File: config.mk
export PLATFORM = sky130hd
export DESIGN_NAME = alu_result_stage_flat
export DESIGN_NICKNAME = d
export VERILOG_FILES = /design/src/rtl/alu_pkg.sv /design/src/rtl/alu_result_stage_if.sv /design/src/rtl/alu_core.sv /design/src/rtl/alu_result_stage.sv /design/src/flat_wrapper.sv
export SDC_FILE = /design/constraint.sdc
export NUM_CORES = 1
export LEC_CHECK = 0
export CAP_MARGIN = 20
export CORE_ASPECT_RATIO = 0.9
export CORE_MARGIN = 4
export CORE_UTILIZATION = 60
export CTS_BUF_LIST = sky130_fd_sc_hd__clkbuf_16
export CTS_CLUSTER_SIZE = 30
export DETAILED_ROUTE_END_ITERATION = 7
export GPL_TIMING_DRIVEN = 0
export HOLD_SLACK_MARGIN = 0.05
export PLACE_DENSITY = 0.88
export RECOVER_POWER = 25
export SYNTH_ARGS = -nofsm -noshare
export SYNTH_HDL_FRONTEND = slang
export SYNTH_SLANG_ARGS = --single-unit
File: constraint.sdc
create_clock -name clk -period 4.1 [get_ports clk]
set_input_delay 0.82 -clock clk [delete_from_list [all_inputs] [get_ports clk]]
set_output_delay 0.82 -clock clk [all_outputs]
set_load 0.005 [all_outputs]
File: src/rtl/alu_pkg.sv
// rtl/alu_pkg.sv - shared encodings for the ALU result stage (ALU_SATURATE_EN selects clamping in alu_core)
package alu_pkg;

  typedef enum logic [1:0] {
    ALU_ADD = 2'b00,
    ALU_SUB = 2'b01,
    ALU_AND = 2'b10,
    ALU_NOT = 2'b11
  } alu_op_e;

  localparam int STAT_Z = 2;
  localparam int STAT_N = 1;
  localparam int STAT_V = 0;

  typedef enum logic [1:0] {
    ST_EMPTY = 2'd0,
    ST_ONE   = 2'd1,
    ST_TWO   = 2'd2
  } skid_state_e;

  function automatic logic [2:0] pack_status(input logic z, input logic n, input logic v);
    logic [2:0] s;
    s         = '0;
    s[STAT_Z] = z;
    s[STAT_N] = n;
    s[STAT_V] = v;
    return s;
  endfunction

endpackage

File: src/rtl/alu_result_stage_if.sv
// rtl/alu_result_stage_if.sv - upstream operand and downstream result handshake bundle
interface alu_result_stage_if #(
  parameter int WIDTH = 16
);
  logic             in_valid;
  logic             in_ready;
  logic [WIDTH-1:0] ain;
  logic [WIDTH-1:0] bin;
  logic [1:0]       alu_op;
  logic             load_status;
  logic             out_valid;
  logic             out_ready;
  logic [WIDTH-1:0] c_out;
  logic [2:0]       status;

  modport slave (
    input  in_valid, ain, bin, alu_op, load_status, out_ready,
    output in_ready, out_valid, c_out, status
  );

  modport master (
    output in_valid, ain, bin, alu_op, load_status, out_ready,
    input  in_ready, out_valid, c_out, status
  );
endinterface

File: src/rtl/alu_core.sv
// rtl/alu_core.sv - combinational ALU with Z/N/V flags; ALU_SATURATE_EN clamps ADD/SUB overflow
module alu_core
  import alu_pkg::*;
#(
  parameter int WIDTH = 16
) (
  input  logic [WIDTH-1:0] ain,
  input  logic [WIDTH-1:0] bin,
  input  logic [1:0]       alu_op,
  output logic [WIDTH-1:0] result,
  output logic             z,
  output logic             n,
  output logic             v
);

  logic [WIDTH-1:0] sum;
  logic [WIDTH-1:0] diff;
  logic [WIDTH-1:0] raw;
  logic             ovf;

  assign sum  = ain + bin;
  assign diff = ain - bin;

  always_comb begin
    raw = '0;
    ovf = 1'b0;
    case (alu_op)
      ALU_ADD: begin
        raw = sum;
        ovf = (ain[WIDTH-1] == bin[WIDTH-1]) && (sum[WIDTH-1] != ain[WIDTH-1]);
      end
      ALU_SUB: begin
        raw = diff;
        ovf = (ain[WIDTH-1] != bin[WIDTH-1]) && (diff[WIDTH-1] != ain[WIDTH-1]);
      end
      ALU_AND: raw = ain & bin;
      ALU_NOT: raw = ~bin;
      default: raw = '0;
    endcase
  end

`ifdef ALU_SATURATE_EN
  // Overflow direction always follows the sign of A for both ADD and SUB.
  always_comb begin
    result = raw;
    if (ovf) begin
      result = ain[WIDTH-1] ? {1'b1, {(WIDTH-1){1'b0}}} : {1'b0, {(WIDTH-1){1'b1}}};
    end
  end
`else
  assign result = raw;
`endif

  assign z = (result == '0);
  assign n = result[WIDTH-1];
  assign v = ovf;

endmodule

File: src/rtl/alu_result_stage.sv
// rtl/alu_result_stage.sv - registered ALU result with status register and 2-entry skid buffer (ALU_SATURATE_EN passes to alu_core)
module alu_result_stage
  import alu_pkg::*;
#(
  parameter int WIDTH = 16
) (
  input logic               clk,
  input logic               reset,
  alu_result_stage_if.slave bus
);

  skid_state_e      state;
  skid_state_e      state_next;
  logic [WIDTH-1:0] out_reg;
  logic [WIDTH-1:0] skid_reg;
  logic [2:0]       status_reg;

  logic [WIDTH-1:0] core_result;
  logic             core_z;
  logic             core_n;
  logic             core_v;

  logic             accept;
  logic             drain;
  logic             load_out_new;
  logic             load_out_skid;
  logic             load_skid;

  alu_core #(.WIDTH(WIDTH)) u_core (
    .ain    (bus.ain),
    .bin    (bus.bin),
    .alu_op (bus.alu_op),
    .result (core_result),
    .z      (core_z),
    .n      (core_n),
    .v      (core_v)
  );

  // Both handshake outputs derive only from the state register, never from inputs.
  assign bus.in_ready  = (state != ST_TWO);
  assign bus.out_valid = (state != ST_EMPTY);
  assign bus.c_out     = out_reg;
  assign bus.status    = status_reg;

  assign accept = bus.in_valid & bus.in_ready;
  assign drain  = bus.out_valid & bus.out_ready;

  always_ff @(posedge clk or posedge reset) begin
    if (reset) begin
      state <= ST_EMPTY;
    end else begin
      state <= state_next;
    end
  end

  always_comb begin
    state_next    = state;
    load_out_new  = 1'b0;
    load_out_skid = 1'b0;
    load_skid     = 1'b0;
    case (state)
      ST_EMPTY: begin
        if (accept) begin
          state_next   = ST_ONE;
          load_out_new = 1'b1;
        end
      end
      ST_ONE: begin
        if (accept && drain) begin
          load_out_new = 1'b1;
        end else if (accept) begin
          state_next = ST_TWO;
          load_skid  = 1'b1;
        end else if (drain) begin
          state_next = ST_EMPTY;
        end
      end
      ST_TWO: begin
        if (drain) begin
          state_next    = ST_ONE;
          load_out_skid = 1'b1;
        end
      end
      default: state_next = ST_EMPTY;
    endcase
  end

  always_ff @(posedge clk or posedge reset) begin
    if (reset) begin
      out_reg  <= '0;
      skid_reg <= '0;
    end else begin
      if (load_out_new) begin
        out_reg <= core_result;
      end else if (load_out_skid) begin
        out_reg <= skid_reg;
      end
      if (load_skid) begin
        skid_reg <= core_result;
      end
    end
  end

  // Status tracks accepts, not drains, so it may run ahead of c_out.
  always_ff @(posedge clk or posedge reset) begin
    if (reset) begin
      status_reg <= '0;
    end else if (accept && bus.load_status) begin
      status_reg <= pack_status(core_z, core_n, core_v);
    end
  end

endmodule

File: src/flat_wrapper.sv
// flat-port wrapper written by rule: the top's interface ports become plain ports
module alu_result_stage_flat import alu_pkg::*;
#(
  parameter int WIDTH = 16
)
  (clk, reset, bus_in_valid, bus_ain, bus_bin, bus_alu_op, bus_load_status, bus_out_ready, bus_in_ready, bus_out_valid, bus_c_out, bus_status);
  alu_result_stage_if #(.WIDTH(WIDTH)) bus_i ();
  input logic clk;
  input logic reset;
  input wire logic [$bits(bus_i.in_valid)-1:0] bus_in_valid;
  input wire logic [$bits(bus_i.ain)-1:0] bus_ain;
  input wire logic [$bits(bus_i.bin)-1:0] bus_bin;
  input wire logic [$bits(bus_i.alu_op)-1:0] bus_alu_op;
  input wire logic [$bits(bus_i.load_status)-1:0] bus_load_status;
  input wire logic [$bits(bus_i.out_ready)-1:0] bus_out_ready;
  output wire logic [$bits(bus_i.in_ready)-1:0] bus_in_ready;
  output wire logic [$bits(bus_i.out_valid)-1:0] bus_out_valid;
  output wire logic [$bits(bus_i.c_out)-1:0] bus_c_out;
  output wire logic [$bits(bus_i.status)-1:0] bus_status;
  assign bus_i.in_valid = bus_in_valid;
  assign bus_i.ain = bus_ain;
  assign bus_i.bin = bus_bin;
  assign bus_i.alu_op = bus_alu_op;
  assign bus_i.load_status = bus_load_status;
  assign bus_i.out_ready = bus_out_ready;
  assign bus_in_ready = bus_i.in_ready;
  assign bus_out_valid = bus_i.out_valid;
  assign bus_c_out = bus_i.c_out;
  assign bus_status = bus_i.status;
  alu_result_stage #(.WIDTH(WIDTH)) u_core (.clk(clk), .reset(reset), .bus(bus_i));
endmodule
==> results of run 1 <==
-- critical path, stage by stage --
cell and delay [ns]:
clkdlybuf4s50_1 0.54, ha_1 0.23, inv_1 0.07, fa_1 0.42, or2_1 0.26, a221oi_4 0.33
o31ai_1 0.14, and4_4 0.19, o31a_1 0.27, nand3b_1 0.19, nor4b_2 0.24, nand4_1 0.13
o21ai_1 0.15
-- metal layers --
metal | global-route usage [%] | up-vias | part of all wire, %
met5 | 0 | - | 0
met4 | 6.48 | 0 | 1.3
met3 | 3.43 | 18 | 7.6
met2 | 45.9 | 179 | 47
met1 | 35.8 | 1765 | 44
li1 | - | 1804 | -
-- cells by family (layout without fill, tap and decap cells) --
logic type	after synthesis	after routing	share of synthesized area [%]
buf+inv	60	127	6.44
simple gates	157	157	20.4
fa+ha+maj	34	34	11.6
xor+xnor	7	7	1.61
mux	27	27	7.96
compound gates	140	140	27.7
flops	37	37	24.3
-- cell type report --
class                   instances  area share [%]
flip-flops and latches         37            20.0
inverters                      34            2.75
well taps                      87            2.35
repair buffers                 59            12.6
multi-input cells             365            56.8
plain buffers                  26            2.54
clock buffers                   5            2.70
clock inverters                 3           0.297
-- power by group through the flow --
stage	clock (mW)	sequential [mW]	combinational, mW
after floorplan	0	0.553	0.442
after global placement	0	0.556	0.689
after detailed placement	0	0.567	0.716
after CTS	0.362	0.563	0.724
after global routing	0.380	0.579	0.797
final	0.360	0.564	0.725
-- synthesized netlist by cell type, types with 3 or more instances --
master / instances
nor3_1: 11
mux2_2: 16
a2bb2oi_1: 3
xnor2_1: 6
nand2b_1: 8
a21oi_1: 23
o21a_1: 3
nand3b_1: 4
ha_1: 32
dfrtp_1: 37
a211oi_1: 5
a31oi_1: 5
a21o_1: 3
o31a_1: 4
mux2i_1: 10
buf_2: 7
nor4_1: 5
or3_1: 5
nor2b_1: 9
clkbuf_1: 17
o21ai_0: 33
nand4_1: 3
inv_1: 32
o21ai_1: 13
o31ai_1: 4
nand2_1: 62
nor2_1: 30
nand3_1: 4
-- placed cells by master, fill, tap and decap left out, types with 4 or more instances in the layout --
cell type | netlist | final
nand2_1 | 62 | 62
clkdlybuf4s50_1 | 0 | 57
dfrtp_1 | 37 | 37
inv_1 | 32 | 33
o21ai_0 | 33 | 33
ha_1 | 32 | 32
nor2_1 | 30 | 30
a21oi_1 | 23 | 23
clkbuf_1 | 17 | 18
mux2_2 | 16 | 16
o21ai_1 | 13 | 13
nor3_1 | 11 | 11
mux2i_1 | 10 | 10
nor2b_1 | 9 | 9
nand2b_1 | 8 | 8
buf_2 | 7 | 7
xnor2_1 | 6 | 6
a31oi_1 | 5 | 5
or3_1 | 5 | 5
nor4_1 | 5 | 5
a211oi_1 | 5 | 5
clkbuf_16 | 0 | 5
nand3b_1 | 4 | 4
o31a_1 | 4 | 4
o31ai_1 | 4 | 4
nand3_1 | 4 | 4
-- worst max path at each step --
stage	from	endpoint	slack, ns	cells past startpoint
after floorplan	bus_bin[0]	u_core.bus.status[2]	0.99	12
after global placement	bus_bin[0]	u_core.bus.status[2]	0.06	13
after detailed placement	bus_bin[0]	u_core.bus.status[2]	0.05	13
after CTS	bus_bin[0]	u_core.bus.status[2]	0.34	13
after global routing	bus_bin[0]	u_core.bus.status[2]	0.16	13
final	bus_bin[0]	u_core.bus.status[2]	0.32	13
==> impl_results.md, run 1 <==
- Cell Pwr Density: 355 nW/um^2
- Placed Area: ~4500 um^2
- Worst setup slack after layout: 0.317 ns
- Mapped Nets: between 500 and 600
- DRC viols: 0
- Remaining Overflow, GRT: 0
- Fmax: around 0.26 GHz
- Status: finished, final reports clean
- Initial antenna violation count: 0
- FILL cells: around 470
- Dpl cells: slightly above 600
- Switching part of the total: a little over a third
- Placer congestion estimate: just over 0.9
- Final Util: 75.4%
- HP Start: u_core.skid_reg[0]
- Top cells by area, synth: dfrtp_1, ha_1, nand2_1
- Area Overhead vs Synth: 21.9%
- Final period utilization: between 90% and 100%
- Worst clock skew: between 0.005 and 0.006 ns
- Hold Fails Final Rpt: 0
- Critical path fanouts, max: 4
- Buffers on Ports: 58
- Worst EP required: roughly 4.3 ns
- Post-route ant nets: 0
- Leak: roughly 2 nW
- Biggest area consumer among synthesized cells: dfrtp_1
- R2R depth: 5
- IO Pins: 60
- Hold depth: 2
- Number of synthesized register bits: 37
- Worst Tran Pin Value: 1.28 ns
- Largest net degree at the start of global routing: 25
- Share of layout cells above drive strength 1: ~11%
- DIE AREA: slightly below 8000 um^2
- Netlist cell types: 80
- Total Routing Usage GR: a little over a quarter
- WHS: ~0.47 ns
- Clock root cell: clkbuf_16
- Int Power: around 1.1 mW
- H-Tree Depth: 2
- Initial Utilization: 61.9%
- First-pass GRT wire length: roughly 17000 um
- Cts bufs inserted: 5
- Net switching power: 572 uW
- Dpl ws: between 0.05 and 0.06 ns
- Diodes inserted: 0
- Chip Height: ~84 um
- Main synth FF type: dfrtp_1
- Yosys warnings: 0
- Rel. slew slack: 14.4%
- FF/Latch Area: 926 um^2
- CTS Hold Buffers Added: 0
- Vias in the first global route: 3483
- Max IR drop VDD: between 0.15 and 0.2 mV
- Final min period: roughly 3.8 ns
- Min-Delay Path Class: reg -> reg
- Ys async rst share: 100%
- Starting DRT DRC Count: roughly 280
- CTS tree: done
- Post-CTS sizing: 0
- Unrepaired setup endpoints after global routing: false
- DRT Pass-1 Iters: 6
- Worst path arrival time: around 4 ns
- Final Power: approximately 1.6 mW
- Layout net count: between 600 and 700
- Crit path kind: in -> reg
- Placeable Area: 6150 um^2
- Critical R2R Launch: u_core.state[0]
- Hold Path Sink: u_core.skid_reg[0]
- Post-Syn Area per Cell: between 8 and 9 um^2
- Clock Tree Buf Depth: 2
- Post-CTS Setup Bufs: 0
- Flop-to-flop setup slack: 2.13 ns
- Critical Path Start Type: input pin
- Die X: 92.0 um
- DRT Wirelength: slightly above 10000 um
- EDFF count, synth: 0
- Max cap viols: 0
- Cells after Synth: roughly 460
- Later-pin clock latency in the skew report: between 0.2 and 0.3 ns
- Finished Cell Area: 4640 um^2
- CTS Sinks: 37
- Area of the multi-input gates: 2640 um^2
- Top-area cell type share of the netlist area: between 20% and 30%
- CP Capture Type: flip-flop
- Row count: 27
- Synthesized area: approximately 3800 um^2
- Vias: between 3000 and 4000
- Drt wl/cell: ~17 um
- Reg clk slew, reported paths: approximately 0.05 ns
- Placed wire-length estimate: ~7900 um
- Clock power frac: 21.8%
- R2R Path End: u_core.bus.c_out[4]
- Seq pwr share: 34.2%
- Final non-filler cell total: 616
- Sequential area share after synthesis: between 20% and 30%
- Gate power share: 44.0%
- Slew Viols, Final: 0
- Drt via density: just over 6
- Final setup vio count: 0
- Setup TNS: 0 ns
No activity file was read; power rests on OpenSTA's default activity.
==> inputs of run 2 (changes only) <==
--- a/config.mk
+++ b/config.mk
@@ -15,7 +15,7 @@
 export GPL_TIMING_DRIVEN = 0
 export HOLD_SLACK_MARGIN = 0.05
 export PLACE_DENSITY = 0.88
-export RECOVER_POWER = 25
+export SLEW_MARGIN = 25
 export SYNTH_ARGS = -nofsm -noshare
 export SYNTH_HDL_FRONTEND = slang
 export SYNTH_SLANG_ARGS = --single-unit
==> run 2 against run 1 <==
Net effect:
- critical path depth unchanged
- first-iteration DRC count fell by 25%
- clock power fell by 1%
- setup slack gained 0.0023 ns
- critical path type unchanged
- die area unchanged
- worst hold slack better by 0.0087 ns
- total power fell by 0.65%
- non-clock buffer count down 1
==> impl_results.md, run 2 (synthesized netlist as in run 1, its figures left out) <==
- Status: finished, final reports clean
- Critical R2R Launch: u_core.state[0]
- Worst clock skew: 0.00589 ns (+0.000264 ns)
- Share of layout cells above drive strength 1: 11.0% (-0.15 points)
- CTS Hold Buffers Added: 0 (unchanged)
- Hold Path Sink: u_core.skid_reg[0]
- Total Routing Usage GR: 26.9% (+0.10 points)
- Chip Height: 83.6 um (unchanged)
- Drt via density: 6.05 (-1.0%)
- DRT Pass-1 Iters: 5 (-1)
- Min-Delay Path Class: reg -> reg
- Setup TNS: 0 ns (unchanged)
- Max cap viols: 0 (unchanged)
- CP Capture Type: flip-flop
- Fmax: 0.264 GHz (about the same)
- Final non-filler cell total: 614 (-0.32%)
- Diodes inserted: 0 (unchanged)
- Initial Utilization: 61.9% (unchanged)
- Clock Tree Buf Depth: 2 (unchanged)
- FILL cells: 481 (+3.2%)
- CTS Sinks: 37 (unchanged)
- Slew Viols, Final: 0 (unchanged)
- Largest net degree at the start of global routing: 38 (+52%)
- HP Start: u_core.skid_reg[0]
- Hold depth: 2 (unchanged)
- Most frequent cells in the layout: nand2_1, clkdlybuf4s50_1, dfrtp_1
- Post-route ant nets: 0 (unchanged)
- Cts bufs inserted: 5 (unchanged)
- Post-CTS sizing: 0 (unchanged)
- IO Pins: 60 (unchanged)
- Cell Pwr Density: 354 nW/um^2 (-0.43%)
- Max IR drop VDD: 0.189 mV (+6.0%)
- Placed wire-length estimate: 7900 um (+0.47%)
- R2R depth: 5 (unchanged)
- Worst Tran Pin Value: 0.737 ns (-0.547 ns)
- Final min period: 3.78 ns (-0.00227 ns)
- Post-CTS Setup Bufs: 0 (unchanged)
- Die X: 92.0 um (unchanged)
- Worst EP required: 4.31 ns (about the same)
- R2R Path End: u_core.bus.c_out[2]
- Dpl cells: 607 (-0.16%)
- Rel. slew slack: 50.8% (+36 points)
- Drt wl/cell: 16.4 um (-0.86%)
- Placeable Area: 6150 um^2 (unchanged)
- Final setup vio count: 0 (unchanged)
- Flop-to-flop setup slack: 2.17 ns (+0.04 ns)
- Remaining Overflow, GRT: 0 (unchanged)
- Area Overhead vs Synth: 21.6%
- CTS tree: done
- Clock root cell: clkbuf_16
- Worst setup slack after layout: 0.319 ns (+0.00227 ns)
- DIE AREA: 7680 um^2 (unchanged)
- Starting DRT DRC Count: 213 (-25%)
- Initial antenna violation count: 0 (unchanged)
- Row count: 27 (unchanged)
- Buffers on Ports: 58 (unchanged)
- Most common cell after layout, fill and taps aside: nand2_1
- Critical path fanouts, max: 4 (unchanged)
- Reg clk slew, reported paths: 0.05 ns (about the same)
- Critical Path Start Type: input pin
- Finished Cell Area: 4630 um^2 (-0.22%)
- Crit path kind: in -> reg
- DRC viols: 0 (unchanged)
- Worst path arrival time: 3.99 ns (about the same)
- Unrepaired setup endpoints after global routing: false
- H-Tree Depth: 2 (unchanged)
- Dpl ws: 0.0622 ns (+0.0118 ns)
- Vias: 3715 (-1.4%)
- Later-pin clock latency in the skew report: 0.29 ns (about the same)
- Placed Area: 4500 um^2 (-0.61%)
- Hold Fails Final Rpt: 0 (unchanged)
- Layout net count: 600 (-0.17%)
- DRT Wirelength: 10100 um (-1.2%)
- Vias in the first global route: 3508 (+0.72%)
- First-pass GRT wire length: 16900 um (+0.17%)
- Placer congestion estimate: 0.911 (unchanged)
- Final period utilization: 92.2% (about the same)
- Leak: 2.02 nW (-0.43%)
==> run 2: changes by cell type in the layout (fill, tap and decap cells not counted), sizes merged <==
cell / previous run / this run
clkinv: 2 / 1
clkdlybuf4s50: 57 / 58
dlygate4sd3: 1 / 0
clkbuf: 23 / 22
==> run 2: layout make-up <==
class                   instances  area (um^2)  share of cell area [%]
multi-input cells             365         2640                    56.9
flip-flops and latches         37          926                    20.0
repair buffers                 58          581                    12.5
inverters                      34          128                    2.76
clock buffers                   5          125                    2.70
plain buffers                  26          118                    2.54
well taps                      87          109                    2.35
clock inverters                 2         7.51                   0.162
==> run 2: per-layer routing <==
| layer | vias to the layer above | track usage, % | wire length (um) |
|---|---|---|---|
| met2 | 158 | 45.1 | 4700 |
| li1 | 1801 | - | - |
| met1 | 1734 | 35.7 | 4440 |
| met3 | 22 | 3.70 | 754 |
| met4 | 0 | 8.64 | 202 |
| met5 | - | 0 | 0 |
==> run 2: where the power goes <==
part           internal, mW  switching, mW  total [mW]  leakage (nW)
clock                 0.217          0.138       0.355        0.0685
combinational         0.364          0.357       0.721          1.49
sequential            0.492         0.0702       0.562         0.461
==> run 2: worst max-delay path, stage by stage <==
cell and delay, ns:
clkdlybuf4s50_1 0.54, ha_1 0.22, inv_1 0.07, fa_1 0.42, or2_1 0.26, a221oi_4 0.34
o31ai_1 0.14, and4_4 0.19, o31a_1 0.27, nand3b_1 0.19, nor4b_2 0.25, nand4_1 0.12
o21ai_1 0.15
==> run 2: how the worst max path moves through the flow <==
stage               start                    to  slack, ns  cells past startpoint
3_3_place_gp   bus_bin[0]  u_core.bus.status[2]       0.06                     13
2_1_floorplan  bus_bin[0]  u_core.bus.status[2]       0.99                     12
4_1_cts        bus_bin[0]  u_core.bus.status[2]       0.34                     13
5_1_grt        bus_bin[0]  u_core.bus.status[2]       0.15                     13
3_5_place_dp   bus_bin[0]  u_core.bus.status[2]       0.06                     13
6_report       bus_bin[0]  u_core.bus.status[2]       0.32                     13
==> run 2: metrics by stage <==
step                hold slack, ns  utilization (%)  total power, mW
global placement             0.459             73.1             1.25
detailed placement           0.471             73.1             1.28
global route                 0.497             75.3             1.75
finish                       0.481             75.3             1.64
floorplan                    0.446                -            0.995
CTS                          0.483             75.3             1.64
==> inputs of run 3 (changes only) <==
--- a/config.mk
+++ b/config.mk
@@ -5,8 +5,8 @@
 export SDC_FILE = /design/constraint.sdc
 export NUM_CORES = 1
 export LEC_CHECK = 0
+export ABC_AREA = 1
 export CAP_MARGIN = 20
-export CORE_ASPECT_RATIO = 0.9
 export CORE_MARGIN = 4
 export CORE_UTILIZATION = 60
 export CTS_BUF_LIST = sky130_fd_sc_hd__clkbuf_16
@@ -14,7 +14,7 @@
 export DETAILED_ROUTE_END_ITERATION = 7
 export GPL_TIMING_DRIVEN = 0
 export HOLD_SLACK_MARGIN = 0.05
-export PLACE_DENSITY = 0.88
+export PLACE_DENSITY = 0.87
 export SLEW_MARGIN = 25
 export SYNTH_ARGS = -nofsm -noshare
 export SYNTH_HDL_FRONTEND = slang
==> run 3 against run 2 <==
Net effect:
- die area rose by 3.5%
- setup slack gained 0.59 ns
- synthesized area up 3.9%
- clock power is 1% lower
- fmax grew 19%
- worst hold slack lost 0.0091 ns
- synthesized cell count grew 40%
- critical path type unchanged
- critical endpoint unchanged
- largest cell class unchanged
- highest routed layer unchanged
==> impl_results.md, run 3 <==
- Status: finished, final reports clean
- Worst Tran Pin Value: 0.733 ns (-0.00421 ns)
- Drt wl/cell: 14.1 um (-14%)
- Cells after Synth: 646 (+40%)
- Slew Viols, Final: 0 (unchanged)
- Main combinational cell family by area after synthesis: simple AND/OR/NAND/NOR gates
- Final Power: 1.56 mW (-4.9%)
- Netlist cell types: 34 (-57%)
- Most frequent cells in the layout: nand2_1, inv_1, nand3_1
- Flop-to-flop setup slack: 2.05 ns (-0.12 ns)
- CTS Hold Buffers Added: 0 (unchanged)
- Biggest area consumer among synthesized cells: dfrtp_1
- Largest net degree at the start of global routing: 38 (unchanged)
- Worst setup slack after layout: 0.910 ns (+0.591 ns)
- Row count: 29 (+7.4%)
- Placeable Area: 6390 um^2 (+3.9%)
- Reg clk slew, reported paths: 0.05 ns (about the same)
- Unrepaired setup endpoints after global routing: false
- Final period utilization: 77.8% (-14 points)
- Max cap viols: 0 (unchanged)
- Post-Syn Area per Cell: 6.12 um^2 (-26%)
- Rel. slew slack: 51.1% (+0.28 points)
- Synth top cells by count: nand2_1, inv_1, nand3_1, nor2_1, o21ai_0
- Vias: 4464 (+20%)
- Final min period: 3.19 ns (-0.591 ns)
- Drt via density: 5.66 (-6.5%)
- Post-route ant nets: 0 (unchanged)
- Post-synthesis adder-cell area fraction: 11.1% (-0.43 points)
- Initial Utilization: 61.9% (about the same)
- Dpl ws: 0.686 ns (+0.624 ns)
- Worst path arrival time: 3.41 ns (-0.58 ns)
- Worst EP required: 4.32 ns (about the same)
- Post-Synth Simple-Gate Area: 36.9% (+16 points)
- DRT Pass-1 Iters: 5 (unchanged)
- Post-synthesis compound-gate area fraction: 13.4% (-14 points)
- Most common cell after layout, fill and taps aside: nand2_1
- Worst clock skew: 0.00547 ns (-0.000422 ns)
- Fmax: 0.314 GHz (+19%)
- DRT Wirelength: 11200 um (+11%)
- Clock root cell: clkbuf_16
- Post-CTS sizing: 0 (unchanged)
- Buffers on Ports: 59 (+1.7%)
- Ys async rst share: 100% (unchanged)
- Max IR drop VDD: 0.396 mV (+110%)
- Placed wire-length estimate: 8860 um (+12%)
- Area Overhead vs Synth: 20.7%
- Starting DRT DRC Count: 273 (+28%)
- Setup TNS: 0 ns (unchanged)
- Synth Area in XOR/XNOR: 0.443% (-1.2 points)
- Finished Cell Area: 4770 um^2 (+3.1%)
- Layout net count: 785 (+31%)
- Number of synthesized register bits: 37 (unchanged)
- Post-synthesis mux area share: 0% (-8.0 points)
- Yosys warnings: 0 (unchanged)
- Critical Path Start Type: input pin
- Slowest CP cell: clkdlybuf4s50_1
- DIE AREA: 7950 um^2 (+3.5%)
- DRC viols: 0 (unchanged)
- CTS tree: done
- Cell Pwr Density: 326 nW/um^2 (-7.8%)
- Mapped Nets: 719 (+34%)
- Remaining Overflow, GRT: 0 (unchanged)
- H-Tree Depth: 2 (unchanged)
- Final setup vio count: 0 (unchanged)
- Cts bufs inserted: 5 (unchanged)
- Total Routing Usage GR: 28.7% (+1.8 points)
- First-pass GRT wire length: 18200 um (+7.4%)
- IO Pins: 60 (unchanged)
- CTS Sinks: 37 (unchanged)
- Largest stage delay, worst path: 0.54 ns (about the same)
- Critical path fanouts, max: 4 (unchanged)
- CP Capture Type: flip-flop
- Placer congestion estimate: 0.927 (+1.8%)
- Sequential area share after synthesis: 23.4% (-0.91 points)
- Die X: 89.2 um (-3.0%)
- Share of layout cells above drive strength 1: 5.48% (-5.5 points)
- Leak: 2.54 nW (+26%)
- WP buf/inv: 3 (+1)
- Min-Delay Path Class: reg -> reg
- Cell with the most instances after synthesis: nand2_1
- Most used cell, CP: nand3_1
- Placed Area: 4640 um^2 (+3.2%)
- Largest delay contributor family on the critical path: buffers and inverters
- EDFF count, synth: 0 (unchanged)
- Diodes inserted: 0 (unchanged)
- Top cells by area, synth: dfrtp_1, nand2_1, inv_1
- Post-CTS Setup Bufs: 0 (unchanged)
- Initial antenna violation count: 0 (unchanged)
- Later-pin clock latency in the skew report: 0.28 ns (about the same)
- Crit-path cells: clkdlybuf4s50_1 -> ha_1 -> inv_1 -> fa_1 -> inv_1 -> nand3_1 -> nand3_2 -> xor2_1 -> o21ai_0 -> nand3_1 -> nor2_1 -> nand3_1 -> nand2_1
- Main synth FF type: dfrtp_1
- Synthesized area: 3950 um^2 (+3.9%)
- Vias in the first global route: 4171 (+19%)
- Final Util: 74.7% (-0.53 points)
- Crit path kind: in -> reg
- Hold Fails Final Rpt: 0 (unchanged)
- Chip Height: 89.2 um (+6.7%)
- Top-area cell type share of the netlist area: 23.4% (-0.91 points)
- Clock Tree Buf Depth: 2 (unchanged)
[run 3: cell types whose count changed after synthesis, sizes merged, moves of 10 or more]
cell	previous run	this run
clkbuf	17	4
inv	34	118
mux2	16	0
mux2i	10	0
nand2	62	205
nand3	4	72
nor2	30	49
nor2b	10	0
[run 3: cells by family (layout without fill, tap and decap cells)]
group	count (synthesis)	in the layout
compound gates	93	93
fa+ha+maj	34	34
flops	37	37
xor+xnor	2	2
simple gates	341	341
buf+inv	139	205
[run 3: routing by layer]
metal	vias to the layer above	part of all wire [%]	GRT usage, %
li1	2179	-	-
met1	2019	41	35.6
met2	228	48	49.7
met3	38	7.7	3.78
met4	0	3.2	12.2
met5	-	0	0
[run 3: layout make-up]
type	count	area [um^2]
plain buffers	21	141
multi-input cells	470	2440
fillers	526	1610
repair buffers	59	591
clock buffers	5	125
flip-flops and latches	37	926
well taps	77	96.3
inverters	118	443
clock inverters	2	7.51
[run 3: worst register-to-register path, stage by stage, from the launching register on]
cell	delay [ns]
dfrtp_1	0.42
inv_1	0.09
nor2_1	0.06
nand2_1	0.31
inv_2	0.19
nor2_1	0.37
buf_2	0.29
nand2_1	0.10
o211ai_1	0.12
[run 3: path summary, 6_finish.rpt]
| kind | from | end | cells after the start |
|---|---|---|---|
| max | bus_bin[0] | u_core.bus.status[2] | 13 |
| min | u_core.skid_reg[0] | u_core.skid_reg[0] | 2 |
| max reg2reg | u_core.state[1] | u_core.bus.c_out[10] | 8 |
| min reg2reg | u_core.skid_reg[0] | u_core.skid_reg[0] | 2 |
| max in group asynchronous | reset | u_core.bus.c_out[9] | 2 |
| min in group asynchronous | reset | u_core.skid_reg[15] | 2 |
[run 3: metrics by stage]
stage / hold slack [ns] / instances
4_1_cts: 0.472 / 789
3_5_place_dp: 0.460 / 782
6_report: 0.472 / 789
2_1_floorplan: 0.442 / 646
3_3_place_gp: 0.453 / 782
5_1_grt: 0.509 / 789
[run 3: power by group]
group          switching [mW]  internal, mW  leakage (nW)
registers              0.0518         0.475         0.462
clock network           0.134         0.217        0.0685
logic                   0.385         0.294          2.01
total                   0.571         0.986          2.54
